`src/rtl/fpu_job_sequencer.sv`:
```
// Job sequencer that walks a 3-row sliding window over an image: fetch rows, run the FPU, write one result row.
// Optional build macro FPU_SEQ_PERF_EN adds a perf_cycles output counting busy cycles of the last job.
//
// state   | meaning
// IDLE    | waiting for go
// CFG     | configuration loader running, waiting for cfg_done
// FETCH   | fetching input rows until the 3-row window is full
// COMPUTE | FPU computing one output row
// WRITE   | writing the output row
// NEXT    | advance row index, decide whether the job is finished
// DONE    | one-cycle completion (done, optionally err)
module fpu_job_sequencer #(
  parameter int ADDR_W = 32,
  parameter int DIM_W  = 16
) (
  input  logic              clk,
  input  logic              rst,
  input  logic              go,
  output logic              cfg_start,
  input  logic              cfg_done,
  input  logic [DIM_W-1:0]  image_width,
  input  logic [DIM_W-1:0]  image_height,
  input  logic [ADDR_W-1:0] start_address,
  input  logic [ADDR_W-1:0] result_address,
  output logic              rd_req,
  output logic [ADDR_W-1:0] rd_addr,
  input  logic              rd_ack,
  output logic              fpu_start,
  input  logic              fpu_done,
  output logic              wr_req,
  output logic [ADDR_W-1:0] wr_addr,
  input  logic              wr_ack,
  output logic              busy,
  output logic              done,
`ifdef FPU_SEQ_PERF_EN
  output logic              err,
  output logic [31:0]       perf_cycles
`else
  output logic              err
`endif
);

  typedef enum logic [2:0] {
    S_IDLE, S_CFG, S_FETCH, S_COMPUTE, S_WRITE, S_NEXT, S_DONE
  } state_t;

  state_t            state;
  logic [ADDR_W-1:0] width_q;
  logic [ADDR_W-1:0] height_q;
  logic [ADDR_W-1:0] result_q;
  logic [ADDR_W-1:0] row_q;
  logic [1:0]        rows_needed;

  logic              dims_bad;
  logic [ADDR_W-1:0] row_next;
  logic [ADDR_W-1:0] out_pitch;
  logic [ADDR_W-1:0] last_row;

  assign dims_bad  = (image_width < DIM_W'(3)) || (image_height < DIM_W'(3));
  assign row_next  = row_q + ADDR_W'(1);
  assign out_pitch = width_q - ADDR_W'(2);
  assign last_row  = height_q - ADDR_W'(2);

  always_ff @(posedge clk) begin
    if (rst) begin
      state       <= S_IDLE;
      cfg_start   <= 1'b0;
      rd_req      <= 1'b0;
      rd_addr     <= '0;
      fpu_start   <= 1'b0;
      wr_req      <= 1'b0;
      wr_addr     <= '0;
      busy        <= 1'b0;
      done        <= 1'b0;
      err         <= 1'b0;
      width_q     <= '0;
      height_q    <= '0;
      result_q    <= '0;
      row_q       <= '0;
      rows_needed <= '0;
    end else begin
      cfg_start <= 1'b0;
      fpu_start <= 1'b0;
      done      <= 1'b0;
      err       <= 1'b0;
      case (state)
        S_IDLE: begin
          if (go) begin
            state     <= S_CFG;
            cfg_start <= 1'b1;
            busy      <= 1'b1;
          end
        end
        S_CFG: begin
          if (cfg_done) begin
            width_q  <= ADDR_W'(image_width);
            height_q <= ADDR_W'(image_height);
            result_q <= result_address;
            if (dims_bad) begin
              state <= S_DONE;
              done  <= 1'b1;
              err   <= 1'b1;
            end else begin
              state       <= S_FETCH;
              rd_req      <= 1'b1;
              rd_addr     <= start_address;
              rows_needed <= 2'd3;
              row_q       <= '0;
            end
          end
        end
        S_FETCH: begin
          // A one-cycle gap with rd_req low separates consecutive row requests.
          if (!rd_req) begin
            rd_req <= 1'b1;
          end else if (rd_ack) begin
            rd_req      <= 1'b0;
            rd_addr     <= rd_addr + width_q;
            rows_needed <= rows_needed - 2'd1;
            if (rows_needed == 2'd1) begin
              state     <= S_COMPUTE;
              fpu_start <= 1'b1;
            end
          end
        end
        S_COMPUTE: begin
          if (fpu_done) begin
            state   <= S_WRITE;
            wr_req  <= 1'b1;
            wr_addr <= result_q + row_q * out_pitch;
          end
        end
        S_WRITE: begin
          if (wr_ack) begin
            wr_req <= 1'b0;
            state  <= S_NEXT;
          end
        end
        S_NEXT: begin
          row_q <= row_next;
          if (row_next == last_row) begin
            state <= S_DONE;
            done  <= 1'b1;
          end else begin
            state       <= S_FETCH;
            rows_needed <= 2'd1;
            rd_req      <= 1'b1;
          end
        end
        S_DONE: begin
          state <= S_IDLE;
          busy  <= 1'b0;
        end
        default: begin
          state <= S_IDLE;
          busy  <= 1'b0;
        end
      endcase
    end
  end

`ifdef FPU_SEQ_PERF_EN
  always_ff @(posedge clk) begin
    if (rst) begin
      perf_cycles <= '0;
    end else if (state == S_IDLE && go) begin
      perf_cycles <= '0;
    end else if (busy) begin
      perf_cycles <= perf_cycles + 32'd1;
    end
  end
`endif

endmodule

```
`config.mk`:
```
export PLATFORM = sky130hd
export DESIGN_NAME = fpu_job_sequencer
export DESIGN_NICKNAME = d
export VERILOG_FILES = /design/src/rtl/fpu_job_sequencer.sv
export SDC_FILE = /design/constraint.sdc
export NUM_CORES = 1
export LEC_CHECK = 0
export ABC_AREA = 0
export CAP_MARGIN = 0
export CORE_MARGIN = 5
export CORE_UTILIZATION = 41
export DETAILED_ROUTE_END_ITERATION = 8
export PLACE_DENSITY = 0.6
export SYNTH_ARGS = -nofsm -noshare
export SYNTH_HDL_FRONTEND = slang
export SYNTH_SLANG_ARGS = --single-unit
```
`constraint.sdc`:
```
create_clock -name clk -period 10.5 [get_ports clk]
set_input_delay 1.05 -clock clk [delete_from_list [all_inputs] [get_ports clk]]
set_output_delay 1.05 -clock clk [all_outputs]
set_load 0.005 [all_outputs]
```
==> metrics.yaml <==
cells_and_area:
  fillers: 5350
  finalNetCount: 3425
  design_area_mm2: 0.02545
  num_antenna_cells: 0
  layout_common_cells: "inv_1, nand2_1, fa_1"
  syn2layout_area_growth_pct: 12.94
  final_core_util_pct: 46.46
  layout_commonest_cell: "inv_1"
  drive_gt1_share_pct: 3.625
detailed_routing:
  drtIter0Drc: 952
  vias_per_cell: 5.203
  drt-wirelength-per-cell_um: 17.58
  drt_pass1_iterations: 5
  ant_nets: 0
  drt_wl_total_um: 62800
  vias: 18590
  drc: 0
synth:
  ys_seq_area_share_pct: 15.28
  synth_edf_count: 0
  synth_area_leaders: "fa_1, dfxtp_1, inv_1"
  postSynthCellCount: 2789
  synth_top_area_share_pct: 31.10
  netlist_area_mm2: 0.02253
  synth.largest_area_cell: "fa_1"
  synthFlopType: "dfxtp_1"
  ys_seq_elements: 172
  yosysWarnings: 0
  syn_nets: 3358
  avgSynthCellArea_um2: 8.079
  async_reset_ff_share_pct: 0
  synth.distinct_cells: 65
floorplanning:
  design.core.area_mm2: 0.05477
  initial_utilization_pct: 41.14
  rows: 86
  ios: 174
  die_area_mm2: 0.05974
  die_height_um: 244.4
  die_w_um: 244.4
clock_network:
  cts_buffer_depth: 2
  clk_latency_ns: 0.50
  cts_sinks: 172
  cts_resized: 0
  cts_hold_buf: 0
  path_clk_slew_ns: 0.07
  numCtsBuffers: 17
  clockRootBuffer: "clkbuf_16"
  htree_num_levels: 4
  cts_setup_buffers: 0
  cts_tree: "yes"
grt:
  grt_max_degree: 100
  antenna_found_initial: 1
  grt_pass1_vias: 20040
  grt_pass1_wl_um: 104000
  grt_use_total_pct: 21.49
  grt_overflow: 0
timing:
  period_share_pct: 83.37
  final.setup_skew_ns: 0.01330
  tightest_slew_ns: 1.149
  finalCriticalPeriod_ns: 8.754
  hold_viol: 0
  maxClockFrequency_ghz: 0.1142
  max-slew-margin-rel_pct: 23.41
  setup_viol: 0
  drv_slew: 0
  timing.setup.tns_ns: 0
  rsz0062_at_grt: "false"
worst_setup_path:
  slowest_stage: "xor2_1"
  crit_required_ns: 10.90
  critPathMaxStageDelay_ns: 0.72
  arrival_ns: 9.15
  critPathLaunchType: "flip-flop"
  crit_fanout: 32
  critPathKind: "reg2reg"
  cp-end-kind: "flip-flop"
power:
  power.density_mw_per_mm2: 141.6
  vdd_drop_max_mv: 0.1626
  p_leak_uw: 0.01138
placed_design:
  dpl.hpwl_um: 49170
  io_buffer_count: 173
  place_area_mm2: 0.02488
  gp_congestion: 0.9156
min_path:
  hold_path_class: "reg2reg"
status:
  status: "finished, final reports clean"
job:
  maxCapViolations: 0
## per-layer routing
layer	share of wire, %	vias to the layer above	global-route usage (%)
li1	-	8776	-
met3	5.7	102	4.383
met2	47	514	36.36
met5	0.021	-	0
met1	44	9197	27.60
met4	2.8	2	7.310
## through the flow
step | hold WS (ns) | power (uW) | std cells | setup slack [ns]
2_1_floorplan | 0.4319 | 2217 | 2789 | 2.547
3_3_place_gp | 0.4384 | 2908 | 3541 | 2.049
3_5_place_dp | 0.4461 | 2953 | 3541 | 1.796
4_1_cts | 0.4545 | 3617 | 3573 | 1.781
5_1_grt | 0.4739 | 3901 | 3573 | 1.286
6_report | 0.4505 | 3604 | 3573 | 1.746
## worst paths after layout
| kind | start | endpoint | slack, ns | cells after the start |
|---|---|---|---|---|
| hold reg to reg | wr_addr[22]$_SDFFE_PP0P_ | wr_addr[22]$_SDFFE_PP0P_ | 0.45 | 2 |
| setup / recovery | width_q[1]$_SDFFE_PP0P_ | wr_addr[30]$_SDFFE_PP0P_ | 1.75 | 29 |
| setup reg to reg | width_q[1]$_SDFFE_PP0P_ | wr_addr[30]$_SDFFE_PP0P_ | 1.75 | 29 |
| hold / removal | wr_addr[22]$_SDFFE_PP0P_ | wr_addr[22]$_SDFFE_PP0P_ | 0.45 | 2 |
## cell type report
type                    count  area [um2]  share of cell area [%]
well taps                 704       880.8                   3.461
inverters                 506        1899                   7.463
clock inverters            14       127.6                  0.5015
repair buffers            214        2041                   8.019
clock buffers              18       439.2                   1.726
flip-flops and latches    172        3443                   13.53
multi-input cells        1945       16620                   65.30
## cells in the mapped netlist, types with 7 or more instances
library cell  count
nand4_1          19
nand3b_1          8
nor4_1           25
o21bai_1          9
and2_1          133
nand3_1          27
buf_1            11
fa_1            350
a311oi_1         17
inv_1           506
xor2_1           36
dfxtp_1         172
xnor2_1          80
nor3_1           34
or2_2            11
nor2b_1          41
and3_1           15
a31oi_1           8
or3_1            19
a21o_1           24
nand2b_1         25
a211oi_1         22
o21a_1            7
or4_1             9
a21oi_1         177
nand2_1         486
clkbuf_1        153
ha_1            116
o21ai_0          60
nor2_1          108
## state kept, by name, summed over array words and instances (netlist names), 2 cells and up
register     cells
state            3
row_q           32
wr_addr         32
result_q        32
height_q        16
rd_addr         32
rows_needed      2
width_q         16
## cell families (layout without fill, tap and decap cells)
| logic type | after synthesis | count (layout) | synth area share [%] |
|---|---|---|---|
| AND/OR/NAND/NOR | 981 | 981 | 20.64 |
| multiplexers | 2 | 2 | 0.09440 |
| buffers and inverters | 672 | 752 | 11.21 |
| AO/OA/AOI/OAI | 373 | 373 | 10.03 |
| XOR/XNOR | 123 | 123 | 5.214 |
| flip-flops | 172 | 172 | 15.28 |
| adder cells (fa/ha/maj) | 466 | 466 | 37.54 |
## report_power, final
group	switching, uW	internal, uW
logic	1320	820
clock network	328	318
registers	92.3	729
total	1740	1870
## worst max-delay path: cells and delay by family, from the launching register on
kind	cells	cell delay, ns
flops	1	0.30
compound gates	8	1.86
fa+ha+maj	8	3.50
simple gates	3	0.95
xor+xnor	2	0.86
buf+inv	8	1.17
Power figures use the tool's default switching activity.
